### config.mk
export PLATFORM = sky130hd
export DESIGN_NAME = hvsync_generator
export DESIGN_NICKNAME = d
export VERILOG_FILES = /design/src/rtl/hvsync_pkg.sv /design/src/rtl/hvsync_counter.sv /design/src/rtl/hvsync_generator.sv
export SDC_FILE = /design/constraint.sdc
export NUM_CORES = 1
export LEC_CHECK = 0
export CELL_PAD_IN_SITES_DETAIL_PLACEMENT = 0
export CELL_PAD_IN_SITES_GLOBAL_PLACEMENT = 1
export CORE_ASPECT_RATIO = 2
export CORE_MARGIN = 3
export CORE_UTILIZATION = 27
export CTS_CLUSTER_DIAMETER = 60
export DETAILED_ROUTE_END_ITERATION = 10
export GPL_TIMING_DRIVEN = 1
export PLACE_DENSITY = 0.65
export SETUP_SLACK_MARGIN = 0.2
export SYNTH_ARGS = -nofsm -noshare
export SYNTH_HDL_FRONTEND = slang
export SYNTH_HIERARCHICAL = 1
export SYNTH_SLANG_ARGS = --single-unit
### constraint.sdc
create_clock -name clk -period 5.4 [get_ports clk]
set_input_delay 1.62 -clock clk [delete_from_list [all_inputs] [get_ports clk]]
set_output_delay 1.62 -clock clk [all_outputs]
set_load 0.03 [all_outputs]
### src/rtl/hvsync_pkg.sv
// Default VGA-style timing constants and counter widths shared by the sync generator.
// Widths fix the unsigned compare size for the X (column) and Y (line) decoders.
package hvsync_pkg;
  localparam int X_W = 10;
  localparam int Y_W = 9;

  localparam int H_ACTIVE_DEF     = 640;
  localparam int H_SYNC_START_DEF = 720;
  localparam int H_SYNC_END_DEF   = 736;
  localparam int H_TOTAL_DEF      = 768;

  localparam int V_ACTIVE_DEF     = 480;
  localparam int V_SYNC_START_DEF = 500;
  localparam int V_SYNC_END_DEF   = 502;
  localparam int V_TOTAL_DEF      = 512;
endpackage

### src/rtl/hvsync_counter.sv
// Modulo-MODULUS wrap counter with enable; carry is high on the enabled tick that wraps.
// count_nxt exposes the value the counter takes on the next edge (reset excluded).
module hvsync_counter #(
  parameter int WIDTH   = 10,
  parameter int MODULUS = 768
) (
  input  logic             clk,
  input  logic             rst,
  input  logic             en,
  output logic [WIDTH-1:0] count,
  output logic [WIDTH-1:0] count_nxt,
  output logic             carry
);
  localparam logic [WIDTH-1:0] LAST = WIDTH'(MODULUS - 1);

  always_comb begin
    carry     = en && (count == LAST);
    count_nxt = count;
    if (carry)
      count_nxt = '0;
    else if (en)
      count_nxt = count + 1'b1;
  end

  always_ff @(posedge clk) begin
    if (rst)
      count <= '0;
    else
      count <= count_nxt;
  end
endmodule

### src/rtl/hvsync_generator.sv
// Horizontal/vertical sync and display-area generator; outputs decoded from next-counter values.
// Define HVSYNC_CLKDIV2_EN to advance the pixel position only on every second clk.
module hvsync_generator
  import hvsync_pkg::*;
#(
  parameter int H_ACTIVE     = H_ACTIVE_DEF,
  parameter int H_SYNC_START = H_SYNC_START_DEF,
  parameter int H_SYNC_END   = H_SYNC_END_DEF,
  parameter int H_TOTAL      = H_TOTAL_DEF,
  parameter int V_ACTIVE     = V_ACTIVE_DEF,
  parameter int V_SYNC_START = V_SYNC_START_DEF,
  parameter int V_SYNC_END   = V_SYNC_END_DEF,
  parameter int V_TOTAL      = V_TOTAL_DEF
) (
  input  logic           clk,
  input  logic           rst,
  output logic           vga_h_sync,
  output logic           vga_v_sync,
  output logic           inDisplayArea,
  output logic [X_W-1:0] CounterX,
  output logic [Y_W-1:0] CounterY
);
  localparam logic [X_W-1:0] HA  = X_W'(H_ACTIVE);
  localparam logic [X_W-1:0] HSS = X_W'(H_SYNC_START);
  localparam logic [X_W-1:0] HSE = X_W'(H_SYNC_END);
  localparam logic [Y_W-1:0] VA  = Y_W'(V_ACTIVE);
  localparam logic [Y_W-1:0] VSS = Y_W'(V_SYNC_START);
  localparam logic [Y_W-1:0] VSE = Y_W'(V_SYNC_END);

  logic           tick;
  logic           x_wrap;
  logic           frame_wrap_unused;
  logic [X_W-1:0] x_nxt;
  logic [Y_W-1:0] y_nxt;

`ifdef HVSYNC_CLKDIV2_EN
  logic pix_phase;

  always_ff @(posedge clk) begin
    if (rst)
      pix_phase <= 1'b0;
    else
      pix_phase <= ~pix_phase;
  end

  assign tick = pix_phase;
`else
  assign tick = 1'b1;
`endif

  hvsync_counter #(.WIDTH(X_W), .MODULUS(H_TOTAL)) u_x_cnt (
    .clk       (clk),
    .rst       (rst),
    .en        (tick),
    .count     (CounterX),
    .count_nxt (x_nxt),
    .carry     (x_wrap)
  );

  hvsync_counter #(.WIDTH(Y_W), .MODULUS(V_TOTAL)) u_y_cnt (
    .clk       (clk),
    .rst       (rst),
    .en        (x_wrap),
    .count     (CounterY),
    .count_nxt (y_nxt),
    .carry     (frame_wrap_unused)
  );

  // Decoding the next position keeps the registered flags aligned with the counters.
  always_ff @(posedge clk) begin
    if (rst) begin
      vga_h_sync    <= 1'b1;
      vga_v_sync    <= 1'b1;
      inDisplayArea <= 1'b1;
    end else begin
      vga_h_sync    <= !((x_nxt >= HSS) && (x_nxt < HSE));
      vga_v_sync    <= !((y_nxt >= VSS) && (y_nxt < VSE));
      inDisplayArea <= (x_nxt < HA) && (y_nxt < VA);
    end
  end
endmodule

==> results.txt <==
The net count of the finished layout is 162. The worst reg2reg path depth is 8. Leaving out fill and tap cells, the most frequent cell in the layout is sky130_fd_sc_hd__clkdlybuf4s50_1.

The power density relative to cell area is 239.1 mW/mm^2. The maximum clock path buffer count is 2. The maximum clock frequency is ~310 MHz. The worst setup path is launched from a register.

The final setup violation count is 0. The number of buffers added on ports is 23. The die span in y is between 100 and 150 um. The TritonCTS sink count came out at 22. The later-pin clock latency in the skew report came out at around 0.27 ns. The number of core rows is 33. The clock tree skew after final layout is between 0.007 and 0.008 ns.

The post-synthesis net count came out at 139. The launch point of the worst hold path is u_y_cnt/count[8]$_SDFF_PP0_. The largest net degree at the start of global routing is 25. The final count of hold timing violations is 0. The final-layout fill cell count is 462.

The layout overhead on the synthesized area is 28.17%. In the layout the commonest cells are sky130_fd_sc_hd__clkdlybuf4s50_1 (23), sky130_fd_sc_hd__dfxtp_1 (22), sky130_fd_sc_hd__nand2_1 (19). Gates resized during post-CTS repair numbered 0. Headroom to the max-slew limit came out at 37.98%. The detail-routed net length per standard cell is 14.29 um. The post-detailed-route count of antenna-violating nets is 0. Summed over all cells, the static leakage comes to 0.5623 nW. The worst supply voltage drop on vdd came out at 0.1561 mV.

During synthesis, Yosys emitted a total of 6 warnings. The first-pass iteration count of the detailed router came out at 4. The global-route congestion overflow total came out at 0. TritonCTS built the clock tree. The final weighted congestion in routability-driven placement is 0.9165. The HPWL reported at the end of detailed placement came out at 2196 um. The number of max-slew violations in the final report came to 0. The final cell utilization of the core came out at between 30% and 40%. Wires add up to 2972 um.

Setup repair after global routing left no endpoint under its margin. The synthesized instance count came out at 134. The total track usage is 11.86%. The wire length of the first global-routing pass is 4899 um. The flow ran to the end, and the final reports show no timing, DRC or antenna violations. The worst-case register-to-register setup slack is around 2.2 ns.

During I/O placement, the number of pins put on the boundary was 24. The smallest clock period supported by the final layout is computed as 3.219 ns. In this run the worst hold path is classified as register to register. The clock tree root buffer cell is sky130_fd_sc_hd__clkbuf_8. Cells with a size suffix above 1 make up a little over an eighth of the layout. The standard cell area after detailed placement is 0.001483 sq mm.

The number of global-route vias before repair is 1,071. The tool flagged a number of max-cap violations equal to 0. The worst path required time is 5.54 ns. The worst setup path is captured at a register. The worst register-to-register path begins at u_x_cnt/count[0]$_SDFF_PP0_. The floorplan step set the die width to 53.39 um. The post-detailed-route DRC marker count is 0. The data arrival time of the critical path came out at around 3.4 ns.

The total area inside the core boundary comes to 0.004212 sq mm. The worst path uses 59.61% of the clock period. The area of all placed cells without fillers is roughly 0.0016 sq mm. The starting density of the core is 28.79%. The number of stages on the worst hold path came out at 2. In this run the number of H-tree levels came out at 1. The number of buffers inserted during clock tree synthesis is 3. The number of hold buffers added after CTS is 0. The end of the worst register-to-register path is vga_v_sync$_SDFF_PP1_. The worst setup path is of the register to register kind.

The post-CTS setup buffer count is 0. After detailed routing, the number of vias per cell comes to 5.361. The mean instance size in the synthesized netlist is 9.048 sq um.

The number of antenna violations at the first check in global routing came out at 0. The diode insertion count for antenna repair is 0. The area of the die came out at 0.005379 sq mm.

The number of DRC markers after the initial detailed-route iteration is 35. The via count of the routed design is 1,115. Summed over all failing endpoints, the final setup total negative slack is 0 ns.

Along the worst path, the maximum fanout reaches 17. After clock tree synthesis, the clock-pin slew on the worst setup and hold paths is 0.09 ns. The actual transition at the worst max-transition pin came out at 0.9274 ns. The total standard cell area after synthesis is between 0.001 and 0.0015 sq mm. The end of the worst hold path is u_y_cnt/count[8]$_SDFF_PP0_.
## worst max-delay path, cell delays in order (launching register included)
cell,delay [ns]
sky130_fd_sc_hd__dfxtp_1,0.44
sky130_fd_sc_hd__ha_1,0.25
sky130_fd_sc_hd__nand3_2,0.16
sky130_fd_sc_hd__nor4_4,0.82
sky130_fd_sc_hd__nand2b_1,0.26
sky130_fd_sc_hd__or4_1,0.48
sky130_fd_sc_hd__nand2_1,0.09
sky130_fd_sc_hd__nand4_1,0.12
sky130_fd_sc_hd__or4_1,0.47
## cell type report
type / instances / area, sq um / area share (%)
repair buffers: 23 / 230.2 / 14.81
multi-input cells: 105 / 739.5 / 47.58
flip-flops and latches: 22 / 440.4 / 28.34
clock buffers: 3 / 41.29 / 2.657
clock inverters: 1 / 30.03 / 1.932
well taps: 52 / 65.06 / 4.187
inverters: 2 / 7.507 / 0.4831
## where the power goes
group          switching, W  internal [W]
registers        0.00000833      0.000166
logic             0.0000223     0.0000178
clock network     0.0000575     0.0000991
total             0.0000882      0.000283
## state kept, by name, indices dropped and copies added (netlist names)
| register | count |
|---|---|
| inDisplayArea | 1 |
| vga_h_sync | 1 |
| vga_v_sync | 1 |
| u_x_cnt/count | 10 |
| u_y_cnt/count | 9 |
## per-layer routing
metal / vias up / global-route usage (%) / routed length [um]
li1: 539 / - / -
met3: 8 / 1.185 / 128
met4: 0 / 6.299 / 77
met2: 33 / 20.15 / 1593
met1: 535 / 14.00 / 1173
met5: - / 0 / 0
## worst max-delay path by stage
stage,from,end,slack [ns],cells past startpoint
2_1_floorplan,u_x_cnt/count[0]$_SDFF_PP0_,vga_v_sync$_SDFF_PP1_,2.48,10
3_3_place_gp,rst,vga_h_sync$_SDFF_PP1_,2.03,3
3_5_place_dp,rst,vga_h_sync$_SDFF_PP1_,2.00,3
4_1_cts,u_x_cnt/count[0]$_SDFF_PP0_,vga_v_sync$_SDFF_PP1_,2.20,8
5_1_grt,u_x_cnt/count[0]$_SDFF_PP0_,vga_v_sync$_SDFF_PP1_,1.88,8
6_report,u_x_cnt/count[0]$_SDFF_PP0_,vga_v_sync$_SDFF_PP1_,2.18,8
## stage by stage
stage	setup slack (ns)	hold WS, ns	cells	power, W
after floorplan	2.480	0.6249	134	0.0002046
after global placement	2.029	0.5175	204	0.0002180
after detailed placement	2.000	0.5181	204	0.0002182
after CTS	2.202	0.5304	208	0.0003750
after global routing	1.877	0.5686	208	0.0003863
final	2.181	0.5260	208	0.0003716
(Power assumes the default switching activity.)
